**src/rtl/mem_bus_arbiter_if.sv**
```systemverilog
// Shared definitions and the bus interface for mem_bus_arbiter.
// The package holds the memory bus command encoding and the requester
// identifier; the interface bundles every cache-side and memory-side
// signal of the arbiter. The arbiter connects through the slave modport,
// the surrounding caches/memory (or a bench) through the master modport.

package mem_bus_arbiter_pkg;

    localparam logic [1:0] BUS_NONE  = 2'd0;
    localparam logic [1:0] BUS_LOAD  = 2'd1;
    localparam logic [1:0] BUS_STORE = 2'd2;

    // Requester identity; the encoding doubles as the stored owner bit
    // (0 = Icache, 1 = Dcache).
    typedef enum logic {
        REQ_ICACHE = 1'b0,
        REQ_DCACHE = 1'b1
    } req_e;

endpackage : mem_bus_arbiter_pkg

interface mem_bus_arbiter_if;

    // Cache requests
    logic [1:0]  Icache2arb_command;
    logic [63:0] Icache2arb_addr;
    logic [1:0]  Dcache2arb_command;
    logic [63:0] Dcache2arb_addr;
    logic [63:0] Dcache2arb_data;

    // Memory responses and returns
    logic [3:0]  mem2arb_response;
    logic [63:0] mem2arb_data;
    logic [3:0]  mem2arb_tag;

    // Forwarded request to memory
    logic [1:0]  arb2mem_command;
    logic [63:0] arb2mem_addr;
    logic [63:0] arb2mem_data;

    // Per-cache accept tags and steered returns
    logic [3:0]  arb2Icache_response;
    logic [3:0]  arb2Icache_tag;
    logic [63:0] arb2Icache_data;
    logic [3:0]  arb2Dcache_response;
    logic [3:0]  arb2Dcache_tag;
    logic [63:0] arb2Dcache_data;

    // Arbiter side
    modport slave (
        input  Icache2arb_command, Icache2arb_addr,
        input  Dcache2arb_command, Dcache2arb_addr, Dcache2arb_data,
        input  mem2arb_response, mem2arb_data, mem2arb_tag,
        output arb2mem_command, arb2mem_addr, arb2mem_data,
        output arb2Icache_response, arb2Icache_tag, arb2Icache_data,
        output arb2Dcache_response, arb2Dcache_tag, arb2Dcache_data
    );

    // Cache/memory side
    modport master (
        output Icache2arb_command, Icache2arb_addr,
        output Dcache2arb_command, Dcache2arb_addr, Dcache2arb_data,
        output mem2arb_response, mem2arb_data, mem2arb_tag,
        input  arb2mem_command, arb2mem_addr, arb2mem_data,
        input  arb2Icache_response, arb2Icache_tag, arb2Icache_data,
        input  arb2Dcache_response, arb2Dcache_tag, arb2Dcache_data
    );

endinterface : mem_bus_arbiter_if

```
**src/rtl/mem_bus_arbiter.sv**
```systemverilog
// mem_bus_arbiter: shares the single memory port between the Icache and
// the Dcache with a same-cycle combinational grant, and keeps a per-tag
// ownership table so every returned load is steered to the cache that
// issued it.
//
// Build option: define MEM_ARB_RR_EN to resolve conflicts by two-way
// round-robin (the loser of the last accepted conflict wins the next one).
// Left undefined, the Dcache always wins conflicts and no last-grant
// register exists.

module mem_bus_arbiter
    import mem_bus_arbiter_pkg::*;
#(
    parameter int NUM_TAGS = 15
) (
    input  logic                clock,
    input  logic                reset,
    mem_bus_arbiter_if.slave    bus,
    output logic [3:0]          icache_outstanding,
    output logic [3:0]          dcache_outstanding,
    output logic                spurious_return
);

    // Highest usable tag, sized to the 4-bit tag fields.
    localparam logic [3:0] MAX_TAG = 4'(NUM_TAGS);

    // Request decode and grant
    logic        w_icache_req;
    logic        w_dcache_req;
    logic        w_conflict;
    logic        w_grant_valid;
    req_e        w_grantee;

    // Forwarded request
    logic [1:0]  w_fwd_cmd;
    logic [63:0] w_fwd_addr;
    logic [63:0] w_fwd_data;

    // Table bookkeeping
    logic        w_load_accept;
    logic        w_ret_hit;
    logic        w_ret_spurious;
    req_e        w_ret_owner;
    logic        w_icache_inc;
    logic        w_icache_dec;
    logic        w_dcache_inc;
    logic        w_dcache_dec;

    // State
    logic [15:0] r_pending;   // bit T set: tag T has a load in flight
    logic [15:0] r_owner;     // bit T: owner of tag T (0 Icache, 1 Dcache)
    logic [3:0]  r_icache_cnt;
    logic [3:0]  r_dcache_cnt;
    logic        r_spurious;

`ifdef MEM_ARB_RR_EN
    req_e        r_last_grant;
`endif

    // Saturating up/down step of an outstanding-load counter; a
    // simultaneous increment and decrement cancel out.
    function automatic logic [3:0] next_count(
        input logic [3:0] cnt,
        input logic       inc,
        input logic       dec
    );
        logic [3:0] result;
        result = cnt;
        if (inc && !dec && (cnt != 4'hF)) begin
            result = cnt + 4'd1;
        end else if (dec && !inc && (cnt != 4'h0)) begin
            result = cnt - 4'd1;
        end
        return result;
    endfunction

    // Decode requests and pick the grantee for this cycle.
    always_comb begin
        // NOTE: every always_comb output gets a default before any branch;
        // a path that leaves one unassigned would infer a latch.
        w_grantee     = REQ_ICACHE;
        // An Icache STORE is not a legal request and is ignored.
        w_icache_req  = (bus.Icache2arb_command == BUS_LOAD);
        w_dcache_req  = (bus.Dcache2arb_command == BUS_LOAD) ||
                        (bus.Dcache2arb_command == BUS_STORE);
        w_conflict    = w_icache_req && w_dcache_req;
        w_grant_valid = w_icache_req || w_dcache_req;

        if (w_conflict) begin
`ifdef MEM_ARB_RR_EN
            w_grantee = (r_last_grant == REQ_ICACHE) ? REQ_DCACHE : REQ_ICACHE;
`else
            w_grantee = REQ_DCACHE;
`endif
        end else if (w_dcache_req) begin
            w_grantee = REQ_DCACHE;
        end
    end

    // Drive the grantee's request to memory and route the accept tag back.
    always_comb begin
        w_fwd_cmd  = BUS_NONE;
        w_fwd_addr = '0;
        w_fwd_data = '0;
        bus.arb2Icache_response = '0;
        bus.arb2Dcache_response = '0;

        if (w_grant_valid) begin
            if (w_grantee == REQ_DCACHE) begin
                w_fwd_cmd  = bus.Dcache2arb_command;
                w_fwd_addr = bus.Dcache2arb_addr;
                w_fwd_data = bus.Dcache2arb_data;
                bus.arb2Dcache_response = bus.mem2arb_response;
            end else begin
                // The Icache only loads, so it never carries store data.
                w_fwd_cmd  = BUS_LOAD;
                w_fwd_addr = bus.Icache2arb_addr;
                bus.arb2Icache_response = bus.mem2arb_response;
            end
        end

        bus.arb2mem_command = w_fwd_cmd;
        bus.arb2mem_addr    = w_fwd_addr;
        bus.arb2mem_data    = w_fwd_data;
    end

    // Classify the accept and the return against the ownership table.
    always_comb begin
        // Only granted loads with a usable tag create a table entry;
        // accepted stores are tracked by nobody.
        w_load_accept  = w_grant_valid && (w_fwd_cmd == BUS_LOAD) &&
                         (bus.mem2arb_response != 4'd0) &&
                         (bus.mem2arb_response <= MAX_TAG);

        // Entry 0 is never set, so tag 0 (no return) can never hit.
        w_ret_hit      = r_pending[bus.mem2arb_tag];
        w_ret_spurious = (bus.mem2arb_tag != 4'd0) && !w_ret_hit;
        w_ret_owner    = req_e'(r_owner[bus.mem2arb_tag]);

        w_icache_inc   = w_load_accept && (w_grantee == REQ_ICACHE);
        w_dcache_inc   = w_load_accept && (w_grantee == REQ_DCACHE);
        w_icache_dec   = w_ret_hit && (w_ret_owner == REQ_ICACHE);
        w_dcache_dec   = w_ret_hit && (w_ret_owner == REQ_DCACHE);
    end

    // Steer a returning load to its owner; the other cache sees zeros.
    always_comb begin
        bus.arb2Icache_tag  = '0;
        bus.arb2Icache_data = '0;
        bus.arb2Dcache_tag  = '0;
        bus.arb2Dcache_data = '0;

        if (w_ret_hit) begin
            if (w_ret_owner == REQ_DCACHE) begin
                bus.arb2Dcache_tag  = bus.mem2arb_tag;
                bus.arb2Dcache_data = bus.mem2arb_data;
            end else begin
                bus.arb2Icache_tag  = bus.mem2arb_tag;
                bus.arb2Icache_data = bus.mem2arb_data;
            end
        end
    end

    // Ownership table: retire the returning tag, then record the new load.
    always_ff @(posedge clock) begin
        // NOTE: the table is ordinary flops, not a RAM, so it is cleared
        // on reset; a returning tag must never match a pre-reset entry.
        if (reset) begin
            r_pending <= '0;
            r_owner   <= '0;
        end else begin
            // NOTE: non-blocking assignments for all state; when the same
            // tag is both retired and re-accepted, the later set below
            // overrides the clear, leaving the entry pending with the new
            // owner.
            if (w_ret_hit) begin
                r_pending[bus.mem2arb_tag] <= 1'b0;
            end
            if (w_load_accept) begin
                r_pending[bus.mem2arb_response] <= 1'b1;
                r_owner[bus.mem2arb_response]   <= w_grantee;
            end
        end
    end

    // Per-cache outstanding-load counters and the sticky spurious flag.
    always_ff @(posedge clock) begin
        if (reset) begin
            r_icache_cnt <= '0;
            r_dcache_cnt <= '0;
            r_spurious   <= 1'b0;
        end else begin
            r_icache_cnt <= next_count(r_icache_cnt, w_icache_inc, w_icache_dec);
            r_dcache_cnt <= next_count(r_dcache_cnt, w_dcache_inc, w_dcache_dec);
            r_spurious   <= r_spurious | w_ret_spurious;
        end
    end

`ifdef MEM_ARB_RR_EN
    // Remember the winner of the last accepted conflict; a rejected
    // conflict leaves priority where it was.
    always_ff @(posedge clock) begin
        if (reset) begin
            r_last_grant <= REQ_ICACHE;
        end else if (w_conflict && (bus.mem2arb_response != 4'd0)) begin
            r_last_grant <= w_grantee;
        end
    end
`endif

    assign icache_outstanding = r_icache_cnt;
    assign dcache_outstanding = r_dcache_cnt;
    assign spurious_return    = r_spurious;

endmodule : mem_bus_arbiter

```
**src/flat_wrapper.sv**
```systemverilog
// flat-port wrapper written by rule: the top's interface ports become plain ports
module mem_bus_arbiter_flat import mem_bus_arbiter_pkg::*;
#(
    parameter int NUM_TAGS = 15
)
  (clock, reset, icache_outstanding, dcache_outstanding, spurious_return, bus_Icache2arb_command, bus_Icache2arb_addr, bus_Dcache2arb_command, bus_Dcache2arb_addr, bus_Dcache2arb_data, bus_mem2arb_response, bus_mem2arb_data, bus_mem2arb_tag, bus_arb2mem_command, bus_arb2mem_addr, bus_arb2mem_data, bus_arb2Icache_response, bus_arb2Icache_tag, bus_arb2Icache_data, bus_arb2Dcache_response, bus_arb2Dcache_tag, bus_arb2Dcache_data);
  mem_bus_arbiter_if bus_i ();
  input  logic clock;
  input  logic reset;
  output logic [3:0] icache_outstanding;
  output logic [3:0] dcache_outstanding;
  output logic spurious_return;
  input wire logic [$bits(bus_i.Icache2arb_command)-1:0] bus_Icache2arb_command;
  input wire logic [$bits(bus_i.Icache2arb_addr)-1:0] bus_Icache2arb_addr;
  input wire logic [$bits(bus_i.Dcache2arb_command)-1:0] bus_Dcache2arb_command;
  input wire logic [$bits(bus_i.Dcache2arb_addr)-1:0] bus_Dcache2arb_addr;
  input wire logic [$bits(bus_i.Dcache2arb_data)-1:0] bus_Dcache2arb_data;
  input wire logic [$bits(bus_i.mem2arb_response)-1:0] bus_mem2arb_response;
  input wire logic [$bits(bus_i.mem2arb_data)-1:0] bus_mem2arb_data;
  input wire logic [$bits(bus_i.mem2arb_tag)-1:0] bus_mem2arb_tag;
  output wire logic [$bits(bus_i.arb2mem_command)-1:0] bus_arb2mem_command;
  output wire logic [$bits(bus_i.arb2mem_addr)-1:0] bus_arb2mem_addr;
  output wire logic [$bits(bus_i.arb2mem_data)-1:0] bus_arb2mem_data;
  output wire logic [$bits(bus_i.arb2Icache_response)-1:0] bus_arb2Icache_response;
  output wire logic [$bits(bus_i.arb2Icache_tag)-1:0] bus_arb2Icache_tag;
  output wire logic [$bits(bus_i.arb2Icache_data)-1:0] bus_arb2Icache_data;
  output wire logic [$bits(bus_i.arb2Dcache_response)-1:0] bus_arb2Dcache_response;
  output wire logic [$bits(bus_i.arb2Dcache_tag)-1:0] bus_arb2Dcache_tag;
  output wire logic [$bits(bus_i.arb2Dcache_data)-1:0] bus_arb2Dcache_data;
  assign bus_i.Icache2arb_command = bus_Icache2arb_command;
  assign bus_i.Icache2arb_addr = bus_Icache2arb_addr;
  assign bus_i.Dcache2arb_command = bus_Dcache2arb_command;
  assign bus_i.Dcache2arb_addr = bus_Dcache2arb_addr;
  assign bus_i.Dcache2arb_data = bus_Dcache2arb_data;
  assign bus_i.mem2arb_response = bus_mem2arb_response;
  assign bus_i.mem2arb_data = bus_mem2arb_data;
  assign bus_i.mem2arb_tag = bus_mem2arb_tag;
  assign bus_arb2mem_command = bus_i.arb2mem_command;
  assign bus_arb2mem_addr = bus_i.arb2mem_addr;
  assign bus_arb2mem_data = bus_i.arb2mem_data;
  assign bus_arb2Icache_response = bus_i.arb2Icache_response;
  assign bus_arb2Icache_tag = bus_i.arb2Icache_tag;
  assign bus_arb2Icache_data = bus_i.arb2Icache_data;
  assign bus_arb2Dcache_response = bus_i.arb2Dcache_response;
  assign bus_arb2Dcache_tag = bus_i.arb2Dcache_tag;
  assign bus_arb2Dcache_data = bus_i.arb2Dcache_data;
  mem_bus_arbiter #(.NUM_TAGS(NUM_TAGS)) u_core (.clock(clock), .reset(reset), .bus(bus_i), .icache_outstanding(icache_outstanding), .dcache_outstanding(dcache_outstanding), .spurious_return(spurious_return));
endmodule
```
**config.mk**
```make
export PLATFORM = sky130hd
export DESIGN_NAME = mem_bus_arbiter_flat
export DESIGN_NICKNAME = d
export VERILOG_FILES = /design/src/rtl/mem_bus_arbiter_if.sv /design/src/rtl/mem_bus_arbiter.sv /design/src/flat_wrapper.sv
export SDC_FILE = /design/constraint.sdc
export NUM_CORES = 1
export LEC_CHECK = 0
export CAP_MARGIN = 20
export CORE_AREA = 8 8 211 213
export DETAILED_ROUTE_END_ITERATION = 16
export DIE_AREA = 0 0 219 221
export PLACE_DENSITY_LB_ADDON = 0.05
export SETUP_SLACK_MARGIN = 0.15
export SYNTH_ARGS = -nofsm -noshare
export SYNTH_HDL_FRONTEND = slang
export SYNTH_SLANG_ARGS = --single-unit
```
**constraint.sdc**
```tcl
create_clock -name clock -period 4.16 [get_ports clock]
set_input_delay 0.624 -clock clock [delete_from_list [all_inputs] [get_ports clock]]
set_output_delay 0.624 -clock clock [all_outputs]
set_load 0.1 [all_outputs]
```
==> flow_summary.yaml <==
final_layout:
  finish.net_count: 1497
  fillCellCount: 4343
  post_route_cells_drive_above_1_share_pct: 26.8
  antenna_cells_inserted: 0
  fin_area_sq_um: 12800
  area.growth.synth_to_final_pct: 181
setup_path:
  end_kind: "output port"
  reg_to_reg_setup_timing_slack_ps: 1180
  worstSetupPathDepth: 9
  critical_path.n_buffers_inverters: 5
  worstPathCellList: "clkdlybuf4s50_1 -> buf_12 -> mux4_2 -> a22oi_2 -> nand3_2 -> buf_4 -> buf_4 -> and3_1 -> buf_12"
  worstReg2RegStart: "u_core.r_pending[2]$_SDFF_PP0_"
  reg2reg_depth: 11
  critical_path_arrival_ps: 3220
  origin_of_the_worst_setup_path: "bus_mem2arb_tag[0]"
  timing.critical_path.max_delay_family: "buffers and inverters"
  crit_type: "in2out"
  crit_slowest_cell: "sky130_fd_sc_hd__clkdlybuf4s50_1"
  slowest_cell_delay_on_critical_path_ps: 510
  critPathLaunchType: "input pin"
  worstReg2RegEnd: "u_core.dcache_outstanding[3]$_SDFFE_PP0P_"
  setup.worst_path.end: "bus_arb2Dcache_data[23]"
  worstPathMaxFanout: 74
  worst-endpoint-required_ps: 3540
global_routing:
  grt_start_max_net_pins: 128
  grt_antenna_before_repair: 6
  first_global_vias: 6845
  gr-total-overflow: 0
  first_pass_grt_wire_length_microns: 51500
  grt.total_usage_pct: 14.3
sta:
  worst_slew_margin_rel_pct: 25.0
  finalCritPeriodShare_pct: 92.3
  max_clock_freq_mhz: 260
  skew_ps: 7.04
  total_neg_setup_slack_ps: 0
  hold_ws_ps: 430
  tightest_slew_ps: 1120
  rsz0062_at_grt: "false"
  setup_viol_count_final: 0
  final_period_minus_worst_setup_slack_ps: 3840
  finalMaxSlewViolations: 0
  finalHoldViolations: 0
routing:
  viasPerCell: 3.78
  routed_wl_microns: 36800
  route.antenna.remaining_nets: 0
  vias: 6659
  drt_iter0_drc: 165
  drcViolationCount: 0
  wl_per_cell_microns: 20.9
  first_pass_iters: 4
clocking:
  ctsHtreeMaxLevel: 2
  ctsRootBufferMaster: "sky130_fd_sc_hd__clkbuf_16"
  cts.clk_slew.worst_paths_ps: 60
  cts_tree: "done"
  clock_sinks: 41
  ctsLongestPathBuffers: 2
  insertion_delay_ps: 290
  cts_inserted_buffers: 5
  hold_buffers: 0
  cts_setup_buffers: 0
  post_cts_resize_count: 0
synth:
  cell_count_after_synthesis: 699
  mappedNetlistNets: 976
  synth.yosys.warnings: 0
  synth-seq-cells: 41
  ys_seq_area_share_pct: 18.1
  async_reset_ff_share_pct: 0
  post_synth.cell_area_avg_sq_um: 6.49
  synth.distinct_cells: 45
  post_synth_instance_area_sq_um: 4540
  synth-edff-count: 0
  synth_flop_cell: "sky130_fd_sc_hd__dfxtp_1"
die:
  dieHeight_microns: 221
  pin_count: 553
  rows: 75
  die_w_microns: 219
  floorplan.core_area_sq_um: 41300
  fp.dieArea_sq_um: 48400
  floorplan.initialDensity_pct: 11.0
power_and_ir_drop:
  power.switching_fraction_pct: 52.6
  report.power.total_uw: 2860
  p_leak_uw: 0.00539
  power_density_nw_per_um2: 224
  p_int_uw: 1350
  power.share.clock_pct: 16.1
  irDropWorstVdd_mv: 0.184
  comb_power_share_pct: 69.3
  p_sw_uw: 1500
  seqPwrFrac_pct: 14.6
placed_design:
  place_hpwl_microns: 31800
  buffer_ports.inserted: 552
  gpl.final_weighted_congestion: 0.748
  postPlaceCellArea_sq_um: 12600
hold_path:
  hold_class: "reg2reg"
outcome:
  outcome: "completed"
flow_run:
  max-cap-violations: 0
[Yosys cell counts (all sizes together), types with 2 or more instances]
cell     n  share of area, %
nor2b   79                11
nand2   76               6.3
and2    74                10
inv     73               6.0
o21ai   70               7.7
and3    69               9.5
nor2    54               4.5
clkbuf  52               4.3
dfxtp   41                18
a211oi  21               3.5
a21oi   13               1.4
nand2b  11               1.5
mux4     8               4.0
buf      6               1.0
mux2     6               1.7
nand3    6              0.88
nor3     6              0.66
ha       5               1.4
mux2i    5               1.5
nand3b   3              0.50
a21o     2              0.33
a22oi    2              0.44
a311oi   2              0.39
fa       2              0.88
nor4     2              0.28
xnor2    2              0.39
[power groups by stage]
stage	registers, uW	clock network [uW]	logic, uW
after floorplan	468	0	1140
after global placement	426	0	2010
after detailed placement	426	0	2000
after CTS	417	476	2010
after global routing	419	489	2060
final	417	460	1980
[stage by stage]
step	cells	setup WS, ps	util [%]
floorplan	699	-187	-
CTS	1760	293	30.9
global route	1760	168	30.9
detailed placement	1752	114	30.5
finish	1760	319	30.9
global placement	1752	120	30.5
[layout make-up]
cell class / instances / area [sq um] / share of cell area, %
tap: 539 / 674 / 5.29
multi-input combinational: 527 / 3220 / 25.2
clock buffer: 5 / 125 / 0.981
sequential: 41 / 821 / 6.43
inverter: 73 / 274 / 2.15
timing repair buffer: 572 / 7600 / 59.6
clock inverter: 3 / 46.3 / 0.363
[flip-flops by register name, indices dropped and copies added (netlist names)]
register,flops
u_core.dcache_outstanding,4
u_core.icache_outstanding,4
u_core.r_owner,16
u_core.r_pending,16
u_core.spurious_return,1
[how the worst min path moves through the flow]
stage	end	startpoint	slack, ps	depth (start not counted)
after floorplan	u_core.r_pending[0]$_SDFF_PP0_	u_core.r_pending[0]$_SDFF_PP0_	410	2
after global placement	u_core.r_pending[0]$_SDFF_PP0_	u_core.r_pending[0]$_SDFF_PP0_	420	2
after detailed placement	u_core.r_pending[0]$_SDFF_PP0_	u_core.r_pending[0]$_SDFF_PP0_	420	2
after CTS	u_core.r_pending[0]$_SDFF_PP0_	u_core.r_pending[0]$_SDFF_PP0_	430	2
after global routing	u_core.r_pending[0]$_SDFF_PP0_	u_core.r_pending[0]$_SDFF_PP0_	450	2
final	u_core.r_pending[0]$_SDFF_PP0_	u_core.r_pending[0]$_SDFF_PP0_	430	2
[cells in the final DEF, fill, tap and decap left out, types with 3 or more instances in the layout]
master and instances:
sky130_fd_sc_hd__a211oi_1 21, sky130_fd_sc_hd__a21oi_1 13, sky130_fd_sc_hd__and2_1 73, sky130_fd_sc_hd__and3_1 69
sky130_fd_sc_hd__buf_12 209, sky130_fd_sc_hd__buf_4 85, sky130_fd_sc_hd__clkbuf_16 5, sky130_fd_sc_hd__clkdlybuf4s50_1 277
sky130_fd_sc_hd__dfxtp_1 41, sky130_fd_sc_hd__ha_1 4, sky130_fd_sc_hd__inv_1 73, sky130_fd_sc_hd__mux2_2 4
sky130_fd_sc_hd__mux2i_1 3, sky130_fd_sc_hd__mux4_2 8, sky130_fd_sc_hd__nand2_1 76, sky130_fd_sc_hd__nand2b_1 11
sky130_fd_sc_hd__nand3_1 4, sky130_fd_sc_hd__nand3b_1 3, sky130_fd_sc_hd__nor2_1 53, sky130_fd_sc_hd__nor2b_1 78
sky130_fd_sc_hd__nor3_1 6, sky130_fd_sc_hd__o21ai_0 41, sky130_fd_sc_hd__o21ai_1 29
[worst register-to-register path: stages, from the launching register on]
cell and delay [ps]:
sky130_fd_sc_hd__dfxtp_1 320, sky130_fd_sc_hd__mux4_2 470, sky130_fd_sc_hd__a22oi_2 230, sky130_fd_sc_hd__nand3_2 120, sky130_fd_sc_hd__and2_4 190, sky130_fd_sc_hd__or2_2 280
sky130_fd_sc_hd__ha_1 280, sky130_fd_sc_hd__a21o_1 180, sky130_fd_sc_hd__a21oi_1 190, sky130_fd_sc_hd__a211oi_1 70, sky130_fd_sc_hd__a31oi_1 190, sky130_fd_sc_hd__mux2_2 350
[per-layer routing]
metal / part of all wire [%] / routed length (microns) / vias up / global-route usage (%)
li1: - / - / 3315 / -
met1: 36 / 13300 / 2946 / 14.8
met2: 50 / 18500 / 364 / 26.1
met3: 13 / 4780 / 26 / 7.31
met4: 0.59 / 219 / 8 / 1.23
met5: 0.15 / 57 / - / 0
[logic make-up after synthesis]
logic type / Yosys count / synth area share (%)
AOI/OAI and AO/OA: 117 / 15.1
xor gates and xnor gates: 2 / 0.386
adders and majority gates: 7 / 2.26
buffers and inverters: 131 / 11.4
DFF: 41 / 18.1
muxes: 19 / 7.09
and+or+nand+nor: 382 / 45.7
No activity file was read; power rests on OpenSTA's default activity.
